==> config.mk <==
export PLATFORM = sky130hd
export DESIGN_NAME = sdram_port_arbiter
export DESIGN_NICKNAME = d
export VERILOG_FILES = /design/src/rtl/sdram_arb_pkg.sv /design/src/rtl/sdram_tag_fifo.sv /design/src/rtl/sdram_port_arbiter.sv
export SDC_FILE = /design/constraint.sdc
export NUM_CORES = 1
export LEC_CHECK = 0
export ABC_AREA = 1
export CAP_MARGIN = 20
export CELL_PAD_IN_SITES_DETAIL_PLACEMENT = 1
export CELL_PAD_IN_SITES_GLOBAL_PLACEMENT = 2
export CORE_ASPECT_RATIO = 1.25
export CORE_MARGIN = 2
export CORE_UTILIZATION = 36
export CTS_BUF_LIST = sky130_fd_sc_hd__clkbuf_4
export DETAILED_ROUTE_END_ITERATION = 6
export PLACE_DENSITY_LB_ADDON = 0.1
export SETUP_SLACK_MARGIN = 0.5
export SYNTH_ARGS = -nofsm -noshare
export SYNTH_HDL_FRONTEND = slang
export SYNTH_SLANG_ARGS = --single-unit
==> constraint.sdc <==
create_clock -name clk -period 13.4 [get_ports clk]
set_input_delay 2.68 -clock clk [delete_from_list [all_inputs] [get_ports clk]]
set_output_delay 2.68 -clock clk [all_outputs]
set_load 0.05 [all_outputs]
==> src/rtl/sdram_arb_pkg.sv <==
// Shared types and helpers for the multi-port SDRAM front end.
//   sdram_cmd_t : one command word as handed to the controller FIFO
//   ROW_MSB/LSB : row field position inside the 25-bit address
//   port_w()    : width of a requester index (tag width)
//   row_of()    : extract the row field from an address
package sdram_arb_pkg;

    localparam int ROW_MSB = 24;
    localparam int ROW_LSB = 10;
    localparam int ROW_W   = ROW_MSB - ROW_LSB + 1;

    typedef struct packed {
        logic        is_write;
        logic [1:0]  mask;
        logic [24:0] addr;
        logic [15:0] data;
    } sdram_cmd_t;

    // Tag width for a given port count; never narrower than one bit.
    function automatic int port_w(input int nports);
        if (nports <= 2) begin
            return 1;
        end else begin
            return $clog2(nports);
        end
    endfunction

    function automatic logic [ROW_W-1:0] row_of(input logic [24:0] addr);
        return addr[ROW_MSB:ROW_LSB];
    endfunction

endpackage

==> src/rtl/sdram_tag_fifo.sv <==
// Outstanding-read tag FIFO. Each entry is the index of the port that issued
// a read; the controller returns reads in order, so the head is always the
// owner of the next sd_readValid.
//   push_i/push_data_i : enqueue a tag
//   pop_i              : dequeue (ignored while empty)
//   head_o             : current head tag
//   empty_o / full_o   : registered occupancy flags
// Simultaneous push and pop is legal and leaves occupancy unchanged.
module sdram_tag_fifo #(
    parameter int WIDTH = 2,
    parameter int DEPTH = 512
) (
    input  logic             clk,
    input  logic             rst,
    input  logic             push_i,
    input  logic [WIDTH-1:0] push_data_i,
    input  logic             pop_i,
    output logic [WIDTH-1:0] head_o,
    output logic             empty_o,
    output logic             full_o
);

    localparam int AW = $clog2(DEPTH);
    localparam logic [AW-1:0] PTR_ONE  = AW'(1);
    localparam logic [AW:0]   CNT_ONE  = (AW+1)'(1);
    localparam logic [AW:0]   CNT_FULL = (AW+1)'(DEPTH);
    localparam logic [AW:0]   CNT_ZERO = (AW+1)'(0);

    logic [WIDTH-1:0] mem_q [DEPTH];
    logic [AW-1:0]    wr_ptr_q, wr_ptr_d;
    logic [AW-1:0]    rd_ptr_q, rd_ptr_d;
    logic [AW:0]      count_q, count_d;
    logic             empty_q, empty_d;
    logic             full_q, full_d;
    logic             push_ok_s, pop_ok_s;

    // Next-state pointers and occupancy; a pop frees a slot for a same-cycle push.
    always_comb begin
        push_ok_s = push_i & (~full_q | pop_i);
        pop_ok_s  = pop_i & ~empty_q;
        wr_ptr_d  = wr_ptr_q;
        rd_ptr_d  = rd_ptr_q;
        count_d   = count_q;
        if (push_ok_s) begin
            wr_ptr_d = wr_ptr_q + PTR_ONE;
        end else begin
            wr_ptr_d = wr_ptr_q;
        end
        if (pop_ok_s) begin
            rd_ptr_d = rd_ptr_q + PTR_ONE;
        end else begin
            rd_ptr_d = rd_ptr_q;
        end
        case ({push_ok_s, pop_ok_s})
            2'b10:   count_d = count_q + CNT_ONE;
            2'b01:   count_d = count_q - CNT_ONE;
            default: count_d = count_q;
        endcase
        empty_d = (count_d == CNT_ZERO);
        full_d  = (count_d == CNT_FULL);
    end

    // Pointer, count and flag registers.
    always_ff @(posedge clk) begin
        if (rst) begin
            wr_ptr_q <= '0;
            rd_ptr_q <= '0;
            count_q  <= '0;
            empty_q  <= 1'b1;
            full_q   <= 1'b0;
        end else begin
            wr_ptr_q <= wr_ptr_d;
            rd_ptr_q <= rd_ptr_d;
            count_q  <= count_d;
            empty_q  <= empty_d;
            full_q   <= full_d;
        end
    end

    // Tag storage; contents are don't-care until written.
    always_ff @(posedge clk) begin
        if (push_ok_s) begin
            mem_q[wr_ptr_q] <= push_data_i;
        end
    end

    assign head_o  = mem_q[rd_ptr_q];
    assign empty_o = empty_q;
    assign full_o  = full_q;

endmodule

==> src/rtl/sdram_port_arbiter.sv <==
// Multi-port front end for the EasySDRAM command FIFO.
// Round-robin arbitration with row affinity: the last winner keeps the bus
// while it stays on the same row, for at most MAX_BURST consecutive grants.
// Reads are tagged with the requester index and in-order returns are routed
// back to the owning port one cycle later.
//   req_*           : per-port command, held until gnt_o
//   gnt_o           : one-hot accept strobe (combinational)
//   sd_*            : command word / handshake to and from the controller
//   rsp_*           : registered read-return bus with one-hot valid
//   tag_full_o      : reads blocked, tag FIFO full
//   err_mask_o      : sticky, an illegal-mask write was dropped
//   err_tag_o       : sticky, a read return arrived with no tag outstanding
module sdram_port_arbiter
    import sdram_arb_pkg::*;
#(
    parameter int NPORTS    = 4,
    parameter int TAG_DEPTH = 512,
    parameter int MAX_BURST = 8
) (
    input  logic                    clk,
    input  logic                    rst,
    input  logic [NPORTS-1:0]       req_i,
    input  logic [NPORTS-1:0]       req_is_write_i,
    input  logic [NPORTS-1:0][24:0] req_addr_i,
    input  logic [NPORTS-1:0][1:0]  req_mask_i,
    input  logic [NPORTS-1:0][15:0] req_data_i,
    output logic [NPORTS-1:0]       gnt_o,
    output logic                    sd_write_o,
    input  logic                    sd_full_i,
    output logic                    sd_is_write_o,
    output logic [24:0]             sd_address_o,
    output logic [1:0]              sd_write_mask_o,
    output logic [15:0]             sd_write_data_o,
    output logic                    sd_keep_open_o,
    input  logic                    sd_read_valid_i,
    input  logic [24:0]             sd_raddr_i,
    input  logic [15:0]             sd_rdata_i,
    output logic [NPORTS-1:0]       rsp_valid_o,
    output logic [24:0]             rsp_addr_o,
    output logic [15:0]             rsp_data_o,
    output logic                    tag_full_o,
    output logic                    err_mask_o,
    output logic                    err_tag_o
);

    localparam int PW = port_w(NPORTS);
    localparam int BW = $clog2(MAX_BURST + 1);
    localparam logic [BW-1:0] BURST_ONE   = BW'(1);
    localparam logic [BW-1:0] BURST_LIMIT = BW'(MAX_BURST);
    localparam logic [PW-1:0] LAST_RESET  = PW'(NPORTS - 1);

    // Arbitration state
    logic [PW-1:0]    last_q, last_d;
    logic [ROW_W-1:0] last_row_q, last_row_d;
    logic             last_row_valid_q, last_row_valid_d;
    logic [BW-1:0]    burst_cnt_q, burst_cnt_d;

    // Response and error state
    logic [NPORTS-1:0] rsp_valid_q, rsp_valid_d;
    logic [24:0]       rsp_addr_q, rsp_addr_d;
    logic [15:0]       rsp_data_q, rsp_data_d;
    logic              err_mask_q, err_mask_d;
    logic              err_tag_q, err_tag_d;

    // Combinational arbitration signals
    logic [NPORTS-1:0] elig_s;
    logic              any_s;
    logic              affinity_s;
    logic              rr_found_s;
    logic [PW-1:0]     rr_win_s;
    logic [PW-1:0]     idx_s;
    logic [PW-1:0]     win_s;
    sdram_cmd_t        cmd_s;
    logic              illegal_s;
    logic              issue_s;
    logic              push_s;

    // Tag FIFO interface
    logic [PW-1:0] tag_head_s;
    logic          tag_empty_s;
    logic          tag_full_s;

    sdram_tag_fifo #(
        .WIDTH (PW),
        .DEPTH (TAG_DEPTH)
    ) u_tag_fifo (
        .clk         (clk),
        .rst         (rst),
        .push_i      (push_s),
        .push_data_i (win_s),
        .pop_i       (sd_read_valid_i),
        .head_o      (tag_head_s),
        .empty_o     (tag_empty_s),
        .full_o      (tag_full_s)
    );

    // Eligibility, affinity check and rotating priority scan starting after last winner.
    always_comb begin
        elig_s = '0;
        for (int i = 0; i < NPORTS; i++) begin
            elig_s[i] = req_i[i] & (req_is_write_i[i] | ~tag_full_s) & ~sd_full_i & ~rst;
        end
        any_s = |elig_s;

        affinity_s = elig_s[last_q] & last_row_valid_q
                   & (row_of(req_addr_i[last_q]) == last_row_q)
                   & (burst_cnt_q < BURST_LIMIT);

        rr_found_s = 1'b0;
        rr_win_s   = last_q;
        idx_s      = last_q;
        for (int k = 1; k <= NPORTS; k++) begin
            idx_s = PW'((int'(last_q) + k) % NPORTS);
            if (!rr_found_s && elig_s[idx_s]) begin
                rr_found_s = 1'b1;
                rr_win_s   = idx_s;
            end else begin
                rr_found_s = rr_found_s;
            end
        end

        if (affinity_s) begin
            win_s = last_q;
        end else begin
            win_s = rr_win_s;
        end

        cmd_s.is_write = req_is_write_i[win_s];
        cmd_s.mask     = req_mask_i[win_s];
        cmd_s.addr     = req_addr_i[win_s];
        cmd_s.data     = req_data_i[win_s];

        // An all-zero mask write is accepted (gnt) but never forwarded.
        illegal_s = any_s & cmd_s.is_write & (cmd_s.mask == 2'b00);
        issue_s   = any_s & ~illegal_s;
        push_s    = issue_s & ~cmd_s.is_write;

        gnt_o = '0;
        for (int i = 0; i < NPORTS; i++) begin
            gnt_o[i] = any_s & (win_s == PW'(i));
        end
    end

    assign sd_write_o      = issue_s;
    assign sd_is_write_o   = cmd_s.is_write;
    assign sd_address_o    = cmd_s.addr;
    assign sd_write_mask_o = cmd_s.mask;
    assign sd_write_data_o = cmd_s.data;
    assign sd_keep_open_o  = |req_i;

    // Next-state for arbitration bookkeeping, read-return routing and sticky errors.
    always_comb begin
        last_d           = last_q;
        last_row_d       = last_row_q;
        last_row_valid_d = last_row_valid_q;
        burst_cnt_d      = burst_cnt_q;
        err_mask_d       = err_mask_q | illegal_s;
        err_tag_d        = err_tag_q;
        rsp_valid_d      = '0;
        rsp_addr_d       = rsp_addr_q;
        rsp_data_d       = rsp_data_q;

        if (issue_s) begin
            last_d           = win_s;
            last_row_d       = row_of(cmd_s.addr);
            last_row_valid_d = 1'b1;
            if (win_s == last_q) begin
                // Saturate: once at the limit the affinity test already fails.
                if (burst_cnt_q < BURST_LIMIT) begin
                    burst_cnt_d = burst_cnt_q + BURST_ONE;
                end else begin
                    burst_cnt_d = burst_cnt_q;
                end
            end else begin
                burst_cnt_d = BURST_ONE;
            end
        end else begin
            last_d = last_q;
        end

        if (sd_read_valid_i) begin
            if (tag_empty_s) begin
                err_tag_d = 1'b1;
            end else begin
                for (int i = 0; i < NPORTS; i++) begin
                    rsp_valid_d[i] = (tag_head_s == PW'(i));
                end
                rsp_addr_d = sd_raddr_i;
                rsp_data_d = sd_rdata_i;
            end
        end else begin
            rsp_valid_d = '0;
        end
    end

    // State registers; reset leaves port NPORTS-1 as last winner so port 0 wins first.
    always_ff @(posedge clk) begin
        if (rst) begin
            last_q           <= LAST_RESET;
            last_row_q       <= '0;
            last_row_valid_q <= 1'b0;
            burst_cnt_q      <= '0;
            rsp_valid_q      <= '0;
            rsp_addr_q       <= '0;
            rsp_data_q       <= '0;
            err_mask_q       <= 1'b0;
            err_tag_q        <= 1'b0;
        end else begin
            last_q           <= last_d;
            last_row_q       <= last_row_d;
            last_row_valid_q <= last_row_valid_d;
            burst_cnt_q      <= burst_cnt_d;
            rsp_valid_q      <= rsp_valid_d;
            rsp_addr_q       <= rsp_addr_d;
            rsp_data_q       <= rsp_data_d;
            err_mask_q       <= err_mask_d;
            err_tag_q        <= err_tag_d;
        end
    end

    assign rsp_valid_o = rsp_valid_q;
    assign rsp_addr_o  = rsp_addr_q;
    assign rsp_data_o  = rsp_data_q;
    assign tag_full_o  = tag_full_s;
    assign err_mask_o  = err_mask_q;
    assign err_tag_o   = err_tag_q;

endmodule
==> flow_summary.toml, run 1 <==
[placed_design]
dp_hpwl_um = 92500
place_ws_ps = 2490
port_buffers = 322
gp_congestion = 0.785
place_inst = 6559

[setup_path]
endpoint_kind = "output port"
required_ps = 10720
start_kind = "input pin"
path_max_fanout = 51
arrival_ps = 8100
reg2reg_depth = 29
path_class = "input pin to output port"

[power]
p_leak_nw = 19.3
switchingPower_w = 0.00651
vdd_drop_max_v = 0.000638
p_per_area_nw_per_um2 = 264
internal-power_w = 0.00864
swShare_pct = 43.0
pwr-share-clk_pct = 19.8
p_seq_share_pct = 37.5
power_frac_comb_pct = 42.8

[sta]
fin_skew_ps = 84.5
finalCritPeriodShare_pct = 80.4
finalSetupViolCount = 0
relSlewSlack_pct = 24.6
setup_tns_ps = 0
period_needed_ps = 10780
timing.hold.ws_ps = 456
timing_hold_violations_final = 0
max_slew.worst_pin.slew_ps = 1130
max_freq_mhz = 92.8
rsz0062_at_grt = "no"
report.final.slew_viol_count = 0
fin_ws_ps = 2620

[clock_network]
clock-root-buffer = "clkbuf_4"
h-tree-depth = 5
clock-sinks = 1132
numCtsBuffers = 308
clk_path_buf_depth = 4
cts_tree = "yes"
clk_latency_ps = 1270
post_cts_buffers = 0
ctsResizeCount = 0
postCtsHoldBufs = 0
clk_pin_slew_ps = 60

[yosys]
syn_inst = 4777
ys.flop_type = "edfxtp_1"
yosysSeqAreaShare_pct = 66.9
yosys_warnings = 0
synth_edf_count = 1024
yosys_register_bits = 1132
synth_area_um2 = 49200
synthesis.nets = 5011
synth.distinct_cells = 45
avgSynthCellArea_um2 = 10.3
async_flop_share_pct = 0

[finish]
layout.cells.non_filler = 7066
final_cell_mix = "nor2_1 (1349), edfxtp_1 (1024), o21ai_0 (708)"
mostFrequentLayoutCell = "nor2_1"
syn_to_final_growth_pct = 16.8
layout.nets = 5344
final_core_util_pct = 42.4
drive_gt1_share_pct = 10.8

[route]
drtIter0Drc = 2203
drt-wirelength-per-cell_um = 23.4
wl_um = 165000
ant_nets = 0
remaining_drc_errors = 0
via_count = 37900
vias_per_cell = 5.37
first_pass_iters = 6

[floorplan]
rows = 151
io_pins = 323
die_y_um = 417
fp.coreArea_um2 = 136000
initial_core_util_pct = 36.3
die_area_um2 = 140000
die_w_um = 335

[grt]
antenna_found_initial = 4
grt_pass1_vias = 41000
grt_max_degree = 224
grt_pass1_wl_um = 247000
grt_usage_pct = 23.5
grt_overflow = 0

[hold_path]
hp-class = "flip-flop to flip-flop"
min_delay_path_depth = 2

[run_status]
outcome = "finished, final reports clean"

[run]
maxCapViolCount = 0
cell type report:
cell class	instances	area [um2]
well taps	1759	2200
flip-flops and latches	1132	32900
repair buffers	382	3770
clock buffers	447	3360
multi-input cells	3176	14500
fillers	15200	78200
clock inverters	59	309
diodes	1	2.50
inverters	110	440
power by group through the flow:
stage | clock network (W) | logic, W | registers, W
2_1_floorplan | 0 | 0.00387 | 0.00640
3_3_place_gp | 0 | 0.00663 | 0.00575
3_5_place_dp | 0 | 0.00659 | 0.00575
4_1_cts | 0.00310 | 0.00662 | 0.00568
5_1_grt | 0.00326 | 0.00708 | 0.00570
6_report | 0.00300 | 0.00648 | 0.00568
per-layer routing:
layer / track usage [%] / vias to the layer above / share of wire [%]
met3: 4.56 / 293 / 5.1
li1: - / 17700 / -
met4: 7.65 / 2 / 2.6
met1: 28.6 / 19000 / 42
met5: 0 / - / 0.0079
met2: 41.6 / 944 / 50
metrics by stage:
step | area (um2) | total power (W)
3_5_place_dp | 53800 | 0.0123
5_1_grt | 57500 | 0.0160
3_3_place_gp | 53800 | 0.0124
4_1_cts | 57500 | 0.0154
2_1_floorplan | 49200 | 0.0103
6_report | 57500 | 0.0152
kinds of logic after synthesis:
family,Yosys count,synth area share [%]
AND/OR/NAND/NOR,2014,16.0
AO/OA/AOI/OAI,1141,12.8
flip-flops,1132,66.9
buffers and inverters,469,3.86
XOR/XNOR,10,0.178
adder cells (fa/ha/maj),9,0.229
multiplexers,2,0.0407
cell usage after synthesis (2+ instances only):
cell type | count | share of area (%)
nand2_1 | 498 | 3.8
xnor2_1 | 3 | 0.053
nor3b_1 | 2 | 0.031
buf_2 | 68 | 0.69
xor2_1 | 7 | 0.12
dfxtp_1 | 108 | 4.4
buf_1 | 6 | 0.046
ha_1 | 9 | 0.23
o32ai_1 | 16 | 0.28
buf_4 | 2 | 0.031
nand4_1 | 26 | 0.33
buf_6 | 6 | 0.14
a21oi_1 | 36 | 0.37
o21ai_0 | 708 | 7.2
nand3_2 | 2 | 0.041
nor2_2 | 4 | 0.051
edfxtp_1 | 1024 | 62
o21ai_1 | 12 | 0.12
o21bai_1 | 2 | 0.031
o211ai_1 | 16 | 0.24
nand3_1 | 88 | 0.89
nand2_2 | 6 | 0.076
or2_2 | 4 | 0.051
nor4_1 | 4 | 0.051
inv_2 | 3 | 0.023
mux2i_1 | 2 | 0.041
o22ai_1 | 301 | 3.8
nor3_1 | 21 | 0.21
o31ai_1 | 2 | 0.031
nor2_1 | 1353 | 10
clkbuf_1 | 277 | 2.1
inv_1 | 106 | 0.81
a22oi_1 | 43 | 0.66
final timing paths:
path	startpoint	endpoint	slack, ps
worst max-delay path	rst	sd_write_o	2620
worst min-delay path	err_mask_o	err_mask_o	460
worst max register to register	last_q[1]	u_tag_fifo.full_o	6140
worst min register to register	err_mask_o	err_mask_o	460
sequential cells by signal (all words and copies together), names as in the netlist, named ones only:
signal	cells
u_tag_fifo.count_q	10
last_q	2
u_tag_fifo.rd_ptr_q	9
rsp_data_o	16
burst_cnt_q	4
rsp_addr_o	25
u_tag_fifo.mem_q	1024
u_tag_fifo.wr_ptr_q	9
err_tag_o	1
u_tag_fifo.empty_o	1
rsp_valid_o	4
err_mask_o	1
u_tag_fifo.full_o	1
last_row_q	15
last_row_valid_q	1
critical path, cell delays in order:
cell	delay (ps)
clkdlybuf4s50_1	390
buf_4	230
nor2_2	180
inv_1	70
nor2_1	210
nand2_1	120
o21ai_1	170
o21ai_0	140
nor2_1	220
nand3_1	110
nand2_1	90
nand2_1	50
nand2_1	430
clkinvlp_4	900
nand2_2	350
a21oi_1	110
nand2_2	170
nand2_2	50
buf_4	210
inv_2	280
clkdlybuf4s50_1	900
No activity file was read; power rests on OpenSTA's default activity.
==> run 2, diff against run 1 <==
Clock period 13.4 ns to 8.9 ns, I/O delays scaled along.
==> run 2 against run 1 <==
Compared with the run above: worst setup slack got worse by 1100 ps; global-route usage decreased by 0.054 points; via count increased by 0.61%; critical path type unchanged.
==> flow_summary.toml, run 2 (synthesized netlist as in run 1, its figures left out) <==
[run_status]
outcome = "finished, final reports clean"

[sta]
timing_hold_violations_final = 0
rsz0062_at_grt = "no"
finalCritPeriodShare_pct = 82.7
setup_tns_ps = 0
max_freq_mhz = 136
relSlewSlack_pct = 23.6
max_slew.worst_pin.slew_ps = 1150
fin_skew_ps = 79.8
period_needed_ps = 7360
report.final.slew_viol_count = 0
finalSetupViolCount = 0

[setup_path]
required_ps = 7120
reg2reg_to = "u_tag_fifo.full_o"
r2r_setup_slack_ps = 3140
reg2reg_depth = 31
r2r_start = "last_q[0]"
path_max_fanout = 25
endpoint_kind = "output port"
path_class = "input pin to output port"
start_kind = "input pin"
arrival_ps = 5580

[floorplan]
initial_core_util_pct = 36.3
die_w_um = 335
io_pins = 323
die_area_um2 = 140000
rows = 151
die_y_um = 417
fp.coreArea_um2 = 136000

[hold_path]
min_delay_worst_endpoint = "err_mask_o"
min_delay_path_depth = 2
hp-class = "flip-flop to flip-flop"
holdCritStartpoint = "err_mask_o"

[grt]
grt_usage_pct = 23.4
grt_max_degree = 226
antenna_found_initial = 5
grt_pass1_vias = 41000
grt_overflow = 0
grt_pass1_wl_um = 247000

[route]
wl_um = 164000
drt-wirelength-per-cell_um = 23.2
vias_per_cell = 5.39
ant_nets = 0
drtIter0Drc = 2375
first_pass_iters = 5
via_count = 38100
remaining_drc_errors = 0

[power]
p_leak_nw = 19.7
p_per_area_nw_per_um2 = 416
switchingPower_w = 0.0103
internal-power_w = 0.0141
swShare_pct = 42.2
pwr-share-clk_pct = 18.9
vdd_drop_max_v = 0.000773
power_frac_comb_pct = 46.1
p_seq_share_pct = 35.1

[clock_network]
clk_path_buf_depth = 4
clock-sinks = 1132
clk_pin_slew_ps = 50
numCtsBuffers = 309
clk_latency_ps = 1310
h-tree-depth = 5
ctsResizeCount = 0
clock-root-buffer = "clkbuf_4"
post_cts_buffers = 0
cts_tree = "yes"
postCtsHoldBufs = 0

[finish]
layout.nets = 5346
fin_area_um2 = 58500
top_register = "u_tag_fifo.mem_q"
drive_gt1_share_pct = 13.3
syn_to_final_growth_pct = 18.9
final_cell_mix = "nor2_1 (1344), edfxtp_1 (1024), o21ai_0 (692)"
largest_reg_flops = 1024
mostFrequentLayoutCell = "nor2_1"

[run]
maxCapViolCount = 0

[placed_design]
post_dp_cell_area_um2 = 54700
dp_hpwl_um = 93700
gp_congestion = 0.776
port_buffers = 322
[run 2: stage by stage]
| stage | hold WS (ps) | instances | total power [W] | util, % | setup slack, ps |
|---|---|---|---|---|---|
| CTS | 464 | 7075 | 0.0246 | 43.1 | 1360 |
| global route | 491 | 7081 | 0.0257 | 43.1 | 1050 |
| detailed placement | 453 | 6558 | 0.0200 | 40.3 | 1240 |
| floorplan | 436 | 4777 | 0.0145 | - | -1430 |
| finish | 457 | 7084 | 0.0243 | 43.1 | 1540 |
| global placement | 439 | 6557 | 0.0200 | 40.3 | 1280 |
[run 2: power groups by stage]
stage | Sequential [W] | Combinational, W | Clock [W]
floorplan | 0.00872 | 0.00581 | 0
global placement | 0.00864 | 0.0113 | 0
detailed placement | 0.00865 | 0.0113 | 0
CTS | 0.00853 | 0.0114 | 0.00474
global route | 0.00855 | 0.0121 | 0.00498
finish | 0.00853 | 0.0112 | 0.00459
[run 2: worst max path at each step]
stage                               from                       end  cells past startpoint
after CTS                      last_q[0]          sd_address_o[19]                     19
after floorplan                      rst                  gnt_o[2]                     14
after detailed placement  req_addr_i[93]  u_tag_fifo.mem_q[386][0]                     18
after global routing           last_q[0]          sd_address_o[19]                     19
after global placement    req_addr_i[68]  u_tag_fifo.mem_q[391][0]                     18
final                     req_addr_i[43]          sd_address_o[19]                     19
[run 2: routing by layer]
metal	GRT usage [%]	vias up	share of wire (%)
met5	0	-	0
met4	6.31	0	2.1
met3	5.06	243	5.0
li1	-	17700	-
met2	41.7	945	51
met1	28.6	19200	42
[run 2: area by class of cell]
type,count,area (um2)
Clock inverter,70,384
Multi-Input combinational cell,3176,15000
Fill cell,15100,77100
Inverter,110,444
Antenna cell,7,17.5
Sequential cell,1132,32900
Timing Repair Buffer,383,4160
Clock buffer,447,3360
Tap cell,1759,2200
[run 2: critical path, stage by stage]
cell and delay (ps):
clkdlybuf4s50_1 480, nand2_1 60, nand2_1 120, nand2_1 90, nand2_1 120, nand2_1 50, nand2_1 60, nand2_1 50
nor2_1 170, nand2_1 90, nor2_1 260, nand4_2 250, nand2_2 340, clkinvlp_4 210, nor2_4 590, buf_4 370
nand2_1 80, nand4_1 200, buf_12 180
==> run 3, diff against run 2 <==
Clock period 8.9 ns to 6.11 ns, I/O delays scaled along.
==> run 3 against run 2 <==
Compared with the run above: via count rose by 0.83%; non-clock buffer count rose by 77; count of clock-buffer cells in the layout fell by 15; sequential cell count did not move; cell area rose by 2.9%; core utilization rose by 1.3 points; global-route usage rose by 0.57 points; total power rose by 56%; largest power group unchanged; largest cell class unchanged; first-iteration DRC count fell by 11%; critical path depth rose by 2; clock power rose by 40%.
==> flow_summary.toml, run 3 (synthesized netlist as in run 1, its figures left out) <==
[run_status]
outcome = "finished, final reports clean"

[placed_design]
dp_hpwl_um = 96400
port_buffers = 322
gp_congestion = 0.792

[clock_network]
numCtsBuffers = 307
clock-root-buffer = "clkbuf_4"
clk_latency_ps = 1290
cts_tree = "yes"
clk_pin_slew_ps = 80
clk_path_buf_depth = 4
h-tree-depth = 5
clock-sinks = 1132

[run]
maxCapViolCount = 0

[setup_path]
crit_path_max_incr_delay_ps = 470
required_ps = 4890
reg2reg_depth = 33
r2r_start = "last_q[0]"
crit_buf_inv = 6
r2r_setup_slack_ps = 1510
path_class = "flip-flop to output port"
reg2reg_to = "u_tag_fifo.full_o"
critical_path.startpoint = "last_q[0]"
endpoint_kind = "output port"
worstPathCellList = "buf_12, clkbuf_16, nand2_1, nand2_1, nand2_2, nand2_2, nand2_1, nand2_2, nand3_2, nor2_4, nand2_2, nor2_4, nand4_1, nand2_4, buf_6, nor2_4, buf_12, clkbuf_16, a22oi_2, nand3_4, buf_12"
cp_slowest_cell = "dfxtp_4"
cpMostUsedCell = "nand2_2"
crit_family = "simple AND/OR/NAND/NOR gates"
endpoint = "sd_address_o[8]"
arrival_ps = 4290
start_kind = "flip-flop"
path_max_fanout = 10
cp.depth = 21

[sta]
max_freq_mhz = 181
relSlewSlack_pct = 17.6
timing_hold_violations_final = 0
setup_tns_ps = 0
finalSetupViolCount = 0
fin_skew_ps = 88.3
finalCritPeriodShare_pct = 90.2
period_needed_ps = 5510
max_slew.worst_pin.slew_ps = 1240
report.final.slew_viol_count = 0
rsz0062_at_grt = "yes"

[power]
p_leak_nw = 20.3
swShare_pct = 42.2
vdd_drop_max_v = 0.000993
internal-power_w = 0.0219
p_seq_share_pct = 33.0
pwr-share-clk_pct = 16.9
switchingPower_w = 0.0160
p_total_w = 0.0379
p_per_area_nw_per_um2 = 629
power_frac_comb_pct = 50.1

[grt]
grt_pass1_wl_um = 252000
grt_usage_pct = 24.0
grt_overflow = 0
grt_pass1_vias = 41100
antenna_found_initial = 7
grt_max_degree = 228

[route]
drt-wirelength-per-cell_um = 23.7
wl_um = 170000
drtIter0Drc = 2109
ant_nets = 0
via_count = 38500
first_pass_iters = 7
remaining_drc_errors = 0
vias_per_cell = 5.37

[finish]
syn_to_final_growth_pct = 22.4
largest_reg_flops = 1024
multi_input_area_um2 = 15700
fill_cells = 15000
top_register = "u_tag_fifo.mem_q"
layout.nets = 5421
mostFrequentLayoutCell = "nor2_1"
ff_latch_area_um2 = 32900
final_cell_mix = "nor2_1 (1300), edfxtp_1 (1024), o21ai_0 (684)"
drive_gt1_share_pct = 16.7

[floorplan]
rows = 151
die_y_um = 417
die_w_um = 335
initial_core_util_pct = 36.3
io_pins = 323
fp.coreArea_um2 = 136000
die_area_um2 = 140000

[hold_path]
hp-class = "flip-flop to flip-flop"
-- run 3: power groups by stage --
stage / registers (W) / logic (W) / clock network [W]
2_1_floorplan: 0.0115 / 0.00749 / 0
3_3_place_gp: 0.0126 / 0.0173 / 0
3_5_place_dp: 0.0126 / 0.0173 / 0
4_1_cts: 0.0125 / 0.0184 / 0.00663
5_1_grt: 0.0125 / 0.0203 / 0.00699
6_report: 0.0125 / 0.0190 / 0.00642
-- run 3: how the worst min path moves through the flow --
stage                      startpoint              to  slack [ps]  cells past startpoint
2_1_floorplan  u_tag_fifo.rd_ptr_q[8]       flip-flop         440                      2
3_3_place_gp                err_tag_o       err_tag_o         450                      2
6_report                   err_mask_o      err_mask_o         470                      2
5_1_grt                sd_raddr_i[21]  rsp_addr_o[21]         400                      3
3_5_place_dp               err_mask_o      err_mask_o         460                      2
4_1_cts                sd_raddr_i[19]  rsp_addr_o[19]         390                      3
-- run 3: cell type report --
cell class / instances / area share [%]
sequential: 1132 / 54.7
tap: 1759 / 3.65
clock buffer: 432 / 5.39
timing repair buffer: 460 / 8.81
clock inverter: 79 / 0.511
antenna: 16 / 0.0665
multi-input combinational: 3176 / 26.1
inverter: 110 / 0.794
-- run 3: worst reg2reg max path, delay by kind of cell, from the launching register on --
| family | cells | cell delay (ps) |
|---|---|---|
| AO/OA/AOI/OAI | 3 | 340 |
| XOR/XNOR | 1 | 220 |
| adder cells (fa/ha/maj) | 2 | 460 |
| buffers and inverters | 3 | 430 |
| flip-flops | 1 | 470 |
| AND/OR/NAND/NOR | 24 | 2580 |
-- run 3: metrics by stage --
stage / area, um2 / worst slack (ps) / hold slack [ps] / cells / utilization (%)
5_1_grt: 60200 / 288 / 398 / 7163 / 44.4
4_1_cts: 59700 / 470 / 392 / 7130 / 44.0
6_report: 60200 / 599 / 471 / 7164 / 44.4
2_1_floorplan: 50200 / -3100 / 436 / 4777 / -
3_3_place_gp: 55500 / 97.9 / 453 / 6590 / 40.9
3_5_place_dp: 55500 / -2.49 / 460 / 6590 / 40.9
-- run 3: layer usage --
| metal | global-route usage, % | vias up | wire [um] |
|---|---|---|---|
| met3 | 5.20 | 297 | 8640 |
| li1 | - | 17800 | - |
| met2 | 42.7 | 990 | 86800 |
| met1 | 28.7 | 19300 | 69800 |
| met4 | 7.78 | 2 | 4360 |
| met5 | 0 | - | 15 |
-- run 3: repair_timing --
action	4_1_cts	5_1_grt
setup buffers	23	12
hold buffers	0	0
hold endpoints to repair	0	0
resized for setup	59	71
pin swaps	13	25
cloned	6	5
setup endpoints to repair	48	42
